--- src/rtl/nn_classify_core.sv ---
// rtl/nn_classify_core.sv - pixel-window convolution and shape classifier core (option macro: NN_RELU_EN)
module nn_classify_core #(
  parameter int NUM_KERNELS = 2,
  parameter int NUM_SHAPES  = 4,
  parameter int ADDR_W      = 5
) (
  input  logic              clk,
  input  logic              rst,
  input  logic              learn,
  input  logic              classify,
  input  logic [31:0]       pixels,
  input  logic              wr_valid,
  input  logic [31:0]       wr_data,
  output logic              wr_ready,
  output logic              mem_csb,
  output logic              mem_web,
  output logic              mem_oeb,
  output logic [ADDR_W-1:0] mem_addr,
  output logic [31:0]       mem_wdata,
  input  logic [31:0]       mem_rdata,
  output logic              busy,
  output logic              done,
  output logic [7:0]        result
);

  typedef enum logic [2:0] {IDLE, LEARN, CLS_RD, CLS_DRAIN, DONE} state_t;

  localparam logic [ADDR_W-1:0] LAST_ADDR  = ADDR_W'(NUM_KERNELS + NUM_SHAPES - 1);
  localparam logic [ADDR_W-1:0] SHAPE_BASE = ADDR_W'(NUM_KERNELS);

  state_t state, state_nxt;

  logic [ADDR_W-1:0]  cnt;
  logic [31:0]        pix_q;
  logic               data_vld;
  logic [ADDR_W-1:0]  data_idx;
  logic signed [8:0]  feat [NUM_KERNELS];
  logic signed [19:0] max_score;
  logic [7:0]         best_idx;

  logic signed [17:0] conv;
  logic signed [17:0] pix_term;
  logic signed [17:0] ker_term;
  logic signed [8:0]  feat_new;
  logic signed [19:0] score;
  logic signed [19:0] feat_term;
  logic signed [19:0] wgt_term;
  logic [ADDR_W-1:0]  shape_off;
  logic [7:0]         shape_idx;
  logic               is_kernel;
  logic               shape_win;

  // State register; reset drops any operation in flight
  always_ff @(posedge clk or negedge rst) begin
    if (!rst) state <= IDLE;
    else      state <= state_nxt;
  end

  // Next-state decode; learn wins over classify, requests only seen in IDLE
  always_comb begin
    state_nxt = state;
    case (state)
      IDLE: begin
        if (learn)         state_nxt = LEARN;
        else if (classify) state_nxt = CLS_RD;
      end
      LEARN:     if (wr_valid && cnt == LAST_ADDR) state_nxt = DONE;
      CLS_RD:    if (cnt == LAST_ADDR) state_nxt = CLS_DRAIN;
      CLS_DRAIN: state_nxt = DONE;
      DONE:      state_nxt = IDLE;
      default:   state_nxt = IDLE;
    endcase
  end

  // Memory strobes and status outputs decoded from the current state
  always_comb begin
    mem_csb   = 1'b1;
    mem_web   = 1'b1;
    mem_oeb   = 1'b1;
    mem_addr  = '0;
    mem_wdata = '0;
    wr_ready  = 1'b0;
    done      = 1'b0;
    busy      = (state != IDLE);
    case (state)
      LEARN: begin
        wr_ready = 1'b1;
        if (wr_valid) begin
          mem_csb   = 1'b0;
          mem_web   = 1'b0;
          mem_addr  = cnt;
          mem_wdata = wr_data;
        end
      end
      CLS_RD: begin
        mem_csb  = 1'b0;
        mem_oeb  = 1'b0;
        mem_addr = cnt;
      end
      DONE:    done = 1'b1;
      default: ;
    endcase
  end

  // Kernel convolution on the word returned this cycle: unsigned pixels times signed taps
  always_comb begin
    conv     = '0;
    pix_term = '0;
    ker_term = '0;
    for (int i = 0; i < 4; i++) begin
      pix_term = $signed({10'd0, pix_q[8*i +: 8]});
      ker_term = $signed({{10{mem_rdata[8*i+7]}}, mem_rdata[8*i +: 8]});
      conv     = conv + pix_term * ker_term;
    end
  end

  // Squash the convolution into an 8-bit feature (ReLU-unsigned or signed clamp)
  always_comb begin
    feat_new = '0;
`ifdef NN_RELU_EN
    if (conv < 18'sd0)        feat_new = 9'sd0;
    else if (conv > 18'sd255) feat_new = 9'sd255;
    else                      feat_new = $signed(conv[8:0]);
`else
    if (conv < -18'sd128)     feat_new = -9'sd128;
    else if (conv > 18'sd127) feat_new = 9'sd127;
    else                      feat_new = $signed(conv[8:0]);
`endif
  end

  // Shape score: dot product of stored features with the signed weight bytes
  always_comb begin
    score     = '0;
    feat_term = '0;
    wgt_term  = '0;
    for (int k = 0; k < NUM_KERNELS; k++) begin
      feat_term = $signed({{11{feat[k][8]}}, feat[k]});
      wgt_term  = $signed({{12{mem_rdata[8*k+7]}}, mem_rdata[8*k +: 8]});
      score     = score + feat_term * wgt_term;
    end
  end

  // Winner tracking; strict greater-than keeps the lower index on ties
  always_comb begin
    is_kernel = (data_idx < SHAPE_BASE);
    shape_off = data_idx - SHAPE_BASE;
    shape_idx = 8'(shape_off);
    shape_win = data_vld && !is_kernel && ((shape_off == '0) || (score > max_score));
  end

  // Counters, pixel capture, feature/score accumulation and result register
  always_ff @(posedge clk or negedge rst) begin
    if (!rst) begin
      cnt       <= '0;
      pix_q     <= '0;
      data_vld  <= 1'b0;
      data_idx  <= '0;
      max_score <= '0;
      best_idx  <= '0;
      result    <= '0;
      for (int k = 0; k < NUM_KERNELS; k++) feat[k] <= '0;
    end else begin
      data_vld <= (state == CLS_RD);
      data_idx <= cnt;
      case (state)
        IDLE: begin
          cnt <= '0;
          if (!learn && classify) pix_q <= pixels;
        end
        LEARN:   if (wr_valid) cnt <= cnt + 1'b1;
        CLS_RD:  cnt <= cnt + 1'b1;
        default: cnt <= '0;
      endcase
      for (int k = 0; k < NUM_KERNELS; k++) begin
        if (data_vld && data_idx == ADDR_W'(k)) feat[k] <= feat_new;
      end
      if (shape_win) begin
        max_score <= score;
        best_idx  <= shape_idx;
      end
      if (state == CLS_DRAIN) result <= shape_win ? shape_idx : best_idx;
    end
  end

endmodule

--- config.mk ---
export PLATFORM = sky130hd
export DESIGN_NAME = nn_classify_core
export DESIGN_NICKNAME = d
export VERILOG_FILES = /design/src/rtl/nn_classify_core.sv
export SDC_FILE = /design/constraint.sdc
export NUM_CORES = 1
export LEC_CHECK = 0
export BUFFER_PORTS_ARGS = -buffer_cell sky130_fd_sc_hd__buf_4
export CAP_MARGIN = 20
export CELL_PAD_IN_SITES_DETAIL_PLACEMENT = 1
export CELL_PAD_IN_SITES_GLOBAL_PLACEMENT = 1
export CORE_UTILIZATION = 40
export DETAILED_ROUTE_END_ITERATION = 10
export GPL_ROUTABILITY_DRIVEN = 0
export PLACE_DENSITY_LB_ADDON = 0.1
export SLEW_MARGIN = 20
export SYNTH_ARGS = -nofsm -noshare
export SYNTH_HDL_FRONTEND = slang
export SYNTH_SLANG_ARGS = --single-unit
--- constraint.sdc ---
create_clock -name clk -period 8.35 [get_ports clk]
set_input_delay 2.0875 -clock clk [delete_from_list [all_inputs] [get_ports clk]]
set_output_delay 2.0875 -clock clk [all_outputs]
set_load 0.03 [all_outputs]
==> metrics.md <==
| Metric | Value |
|---|---|
| Outcome | `finished, violations left` |
| Failing checks | `setup timing` |
| Vias per cell | `4.860` |
| Synth Flop Type | `dfrtp_1` |
| GRT Overall Usage | `about a quarter` |
| FMAX | `roughly 110 MHz` |
| Non-Filler Instances | `3,142` |
| Largest net degree at the start of global routing | `between 50 and 60` |
| CP Capture Type | `flip-flop` |
| Number of global-route vias before repair | `roughly 18,000` |
| P&R area growth vs syn | `23.67%` |
| Post-Route WL | `slightly above 60 mm` |
| Slew Viols, Final | `0` |
| Largest area contributor in the synthesized netlist | `fa_1` |
| Clk sinks | `98` |
| Total grt overflow | `0` |
| Unrepaired setup endpoints after global routing | `true` |
| Max-Cap Viols | `0` |
| Seq/Total Area, Yosys | `between 10 and 15%` |
| FFs w/ async S/R, synth | `100.0%` |
| CTS H-tree lvls | `3` |
| Fill cell count | `5,698` |
| Reg clk slew, reported paths | `about 0.08 ns` |
| Layout net count | `around 3,200` |
| Synth Warn # | `0` |
| DR DRC count | `0` |
| Drt pass-1 iters | `4` |
| First-pass GRT wire length | `about 100 mm` |
| Via count | `around 15,000` |
| Core area | `between 0.05 and 0.06 mm2` |
| Initial antenna violation count | `1` |
| Synthesized Nets | `~2,900` |
| Worst setup SP type | `input port` |
| Post-synth EDFFs | `0` |
| Commonest cells after routing, fill and taps aside | `inv_1, fa_1, buf_4` |
| DIE WIDTH | `about 230 um` |
| Commonest non-fill, non-tap cell in the layout | `inv_1` |
| Critical path data required time | `between 8 and 9 ns` |
| Starting Density | `between 40% and 50%` |
| Final Hold Viols | `0` |
| Cell Count Post-Placement | `approximately 3,100` |
| Flop2flop setup slack | `slightly below 0.8 ns` |
| TritonCTS clock tree | `built` |
| Syn avg cell area | `~9.5 um2` |
| DIE HEIGHT | `227.8 um` |
| CP dominant cell by count | `fa_1` |
| Kind of critical path | `in -> reg` |
| I/O pin cnt | `between 150 and 200` |
| CTS Buf Count | `9` |
| Synth Cell Area | `0.02040 mm2` |
| Clk buf depth | `2` |
| Mapped Cells | `between 2,000 and 2,500` |
| CP peak stage delay | `approximately 0.54 ns` |
| Clk Latency, worst-skew pair | `0.40 ns` |
| Clock tree root buffer cell | `clkbuf_16` |
| Synthesized flop and latch total | `a little under 100` |
| Dpl hpwl | `slightly above 50 mm` |
| Layout cells sized above 1 | `a little under a quarter` |
| Synth top area share | `37.88%` |
| WP data arrival | `between 9 and 10 ns` |
| Setup ws final | `-0.4477 ns` |
| Worst Hold Class | `reg -> reg` |
| Critical path peak fanout | `5` |
| Slew HR | `between 40 and 50%` |
| DRT iter0 DRCs | `around 520` |
| Antenna diodes | `0` |
| Port Buffer Count | `approximately 150` |
| Synth cell types | `66` |
| Setup Skew | `roughly 0.014 ns` |
| Critical path's slowest cell | `fa_1` |
| Antenna-violating nets left | `0` |
| Tmin final | `8.798 ns` |
| Row count | `82` |
| Post-CTS Hold Fix Bufs | `0` |
| Tightest Pin Transition | `~0.9 ns` |
| Top post-synthesis cells by area | `fa_1, ha_1, dfrtp_1` |
| Tcrit/Tclk final | `105.4%` |
| WL per Instance | `19.39 um` |
| Area of the die | `slightly above 0.05 mm2` |
| Final setup viols | `52` |
flip-flops by register name, summed over array words and instances, names as in the netlist:
signal / flops
pix_q: 32
data_idx: 5
cnt: 5
best_idx: 8
data_vld: 1
result: 8
state: 3
feat: 18
max_score: 18
metal layers:
layer / vias up / global-route usage, % / part of all wire (%)
met4: 2 / 4.814 / 1.5
met5: - / 0 / 0.021
met3: 43 / 4.325 / 4.2
met2: 254 / 40.26 / 47
met1: 7901 / 34.88 / 48
li1: 7071 / - / -
worst max-delay path: cells and delay by family:
kind	cells	cell delay [ns]
xor+xnor	1	0.20
mux	2	0.56
fa+ha+maj	8	3.61
simple gates	6	0.86
buf+inv	6	0.44
compound gates	6	1.30
logic make-up (layout without fill, tap and decap cells):
family | after synthesis | after routing | synth area share, %
muxes | 49 | 49 | 2.693
buffers and inverters | 611 | 936 | 11.30
DFF | 98 | 98 | 12.02
AOI/OAI and AO/OA | 134 | 134 | 4.656
and+or+nand+nor | 593 | 593 | 15.54
xor gates and xnor gates | 51 | 51 | 2.227
adders and majority gates | 609 | 609 | 51.56
path summary, 6_finish.rpt:
kind,start,end,cells past startpoint
hold reg to reg,cnt[1]$_DFFE_PN0P_,data_idx[1]$_DFF_PN0_,0
hold / removal,cnt[1]$_DFFE_PN0P_,data_idx[1]$_DFF_PN0_,0
max in group asynchronous,rst,max_score[4]$_DFFE_PN0P_,2
min in group asynchronous,rst,pix_q[21]$_DFFE_PN0P_,1
setup reg to reg,feat[15]$_DFFE_PN0P_,result[1]$_DFFE_PN0N_,28
setup / recovery,mem_rdata[10],result[1]$_DFFE_PN0N_,29
layout make-up:
cell class / instances / area [um2] / area share, %
well taps: 672 / 840.8 / 3.333
clock buffers: 10 / 239.0 / 0.9474
inverters: 563 / 2120 / 8.402
flip-flops and latches: 98 / 2452 / 9.722
repair buffers: 357 / 3108 / 12.32
clock inverters: 6 / 82.58 / 0.3274
multi-input cells: 1436 / 16380 / 64.95
synthesized netlist by cell type, drive strengths merged (3+ instances only):
| cell type | n |
|---|---|
| nor3 | 5 |
| and2 | 242 |
| nand4 | 5 |
| o21ai | 36 |
| nor2b | 20 |
| a21o | 11 |
| buf | 6 |
| or3 | 6 |
| and3 | 36 |
| a21oi | 26 |
| o211ai | 15 |
| fa | 386 |
| xnor2 | 40 |
| clkbuf | 42 |
| nand2b | 28 |
| inv | 563 |
| xor2 | 11 |
| nor2 | 53 |
| a2111oi | 3 |
| and4 | 3 |
| nand2 | 167 |
| nand3b | 3 |
| o21a | 5 |
| nand3 | 10 |
| o31ai | 6 |
| a211oi | 9 |
| ha | 223 |
| nor4 | 7 |
| mux2 | 47 |
| dfrtp | 98 |
| or2 | 3 |
timing repair:
action / in CTS / in global routing
gates cloned: 6 / 1
buffers inserted: 26 / 13
resized for setup: 188 / 37
endpoints found under the setup margin: 52 / 52
pin swaps: 76 / 36
metrics by stage:
step                hold WS (ns)  setup WS [ns]  utilization, %  area, um2  setup TNS (ns)
floorplan                 0.4129        -0.2793               -      20700          -3.158
global placement          0.4504        -0.8759           46.98      23620          -38.11
detailed placement        0.4591         -1.002           46.98      23620          -43.47
CTS                       0.4758        -0.3470           49.59      24930          -10.38
global route              0.5014        -0.7324           50.18      25230          -28.54
finish                    0.4693        -0.4477           50.18      25230          -15.78
Power is left out: the tool's default activity adds up to more than one toggle a clock period on the data nets, which glitch-free logic cannot reach.
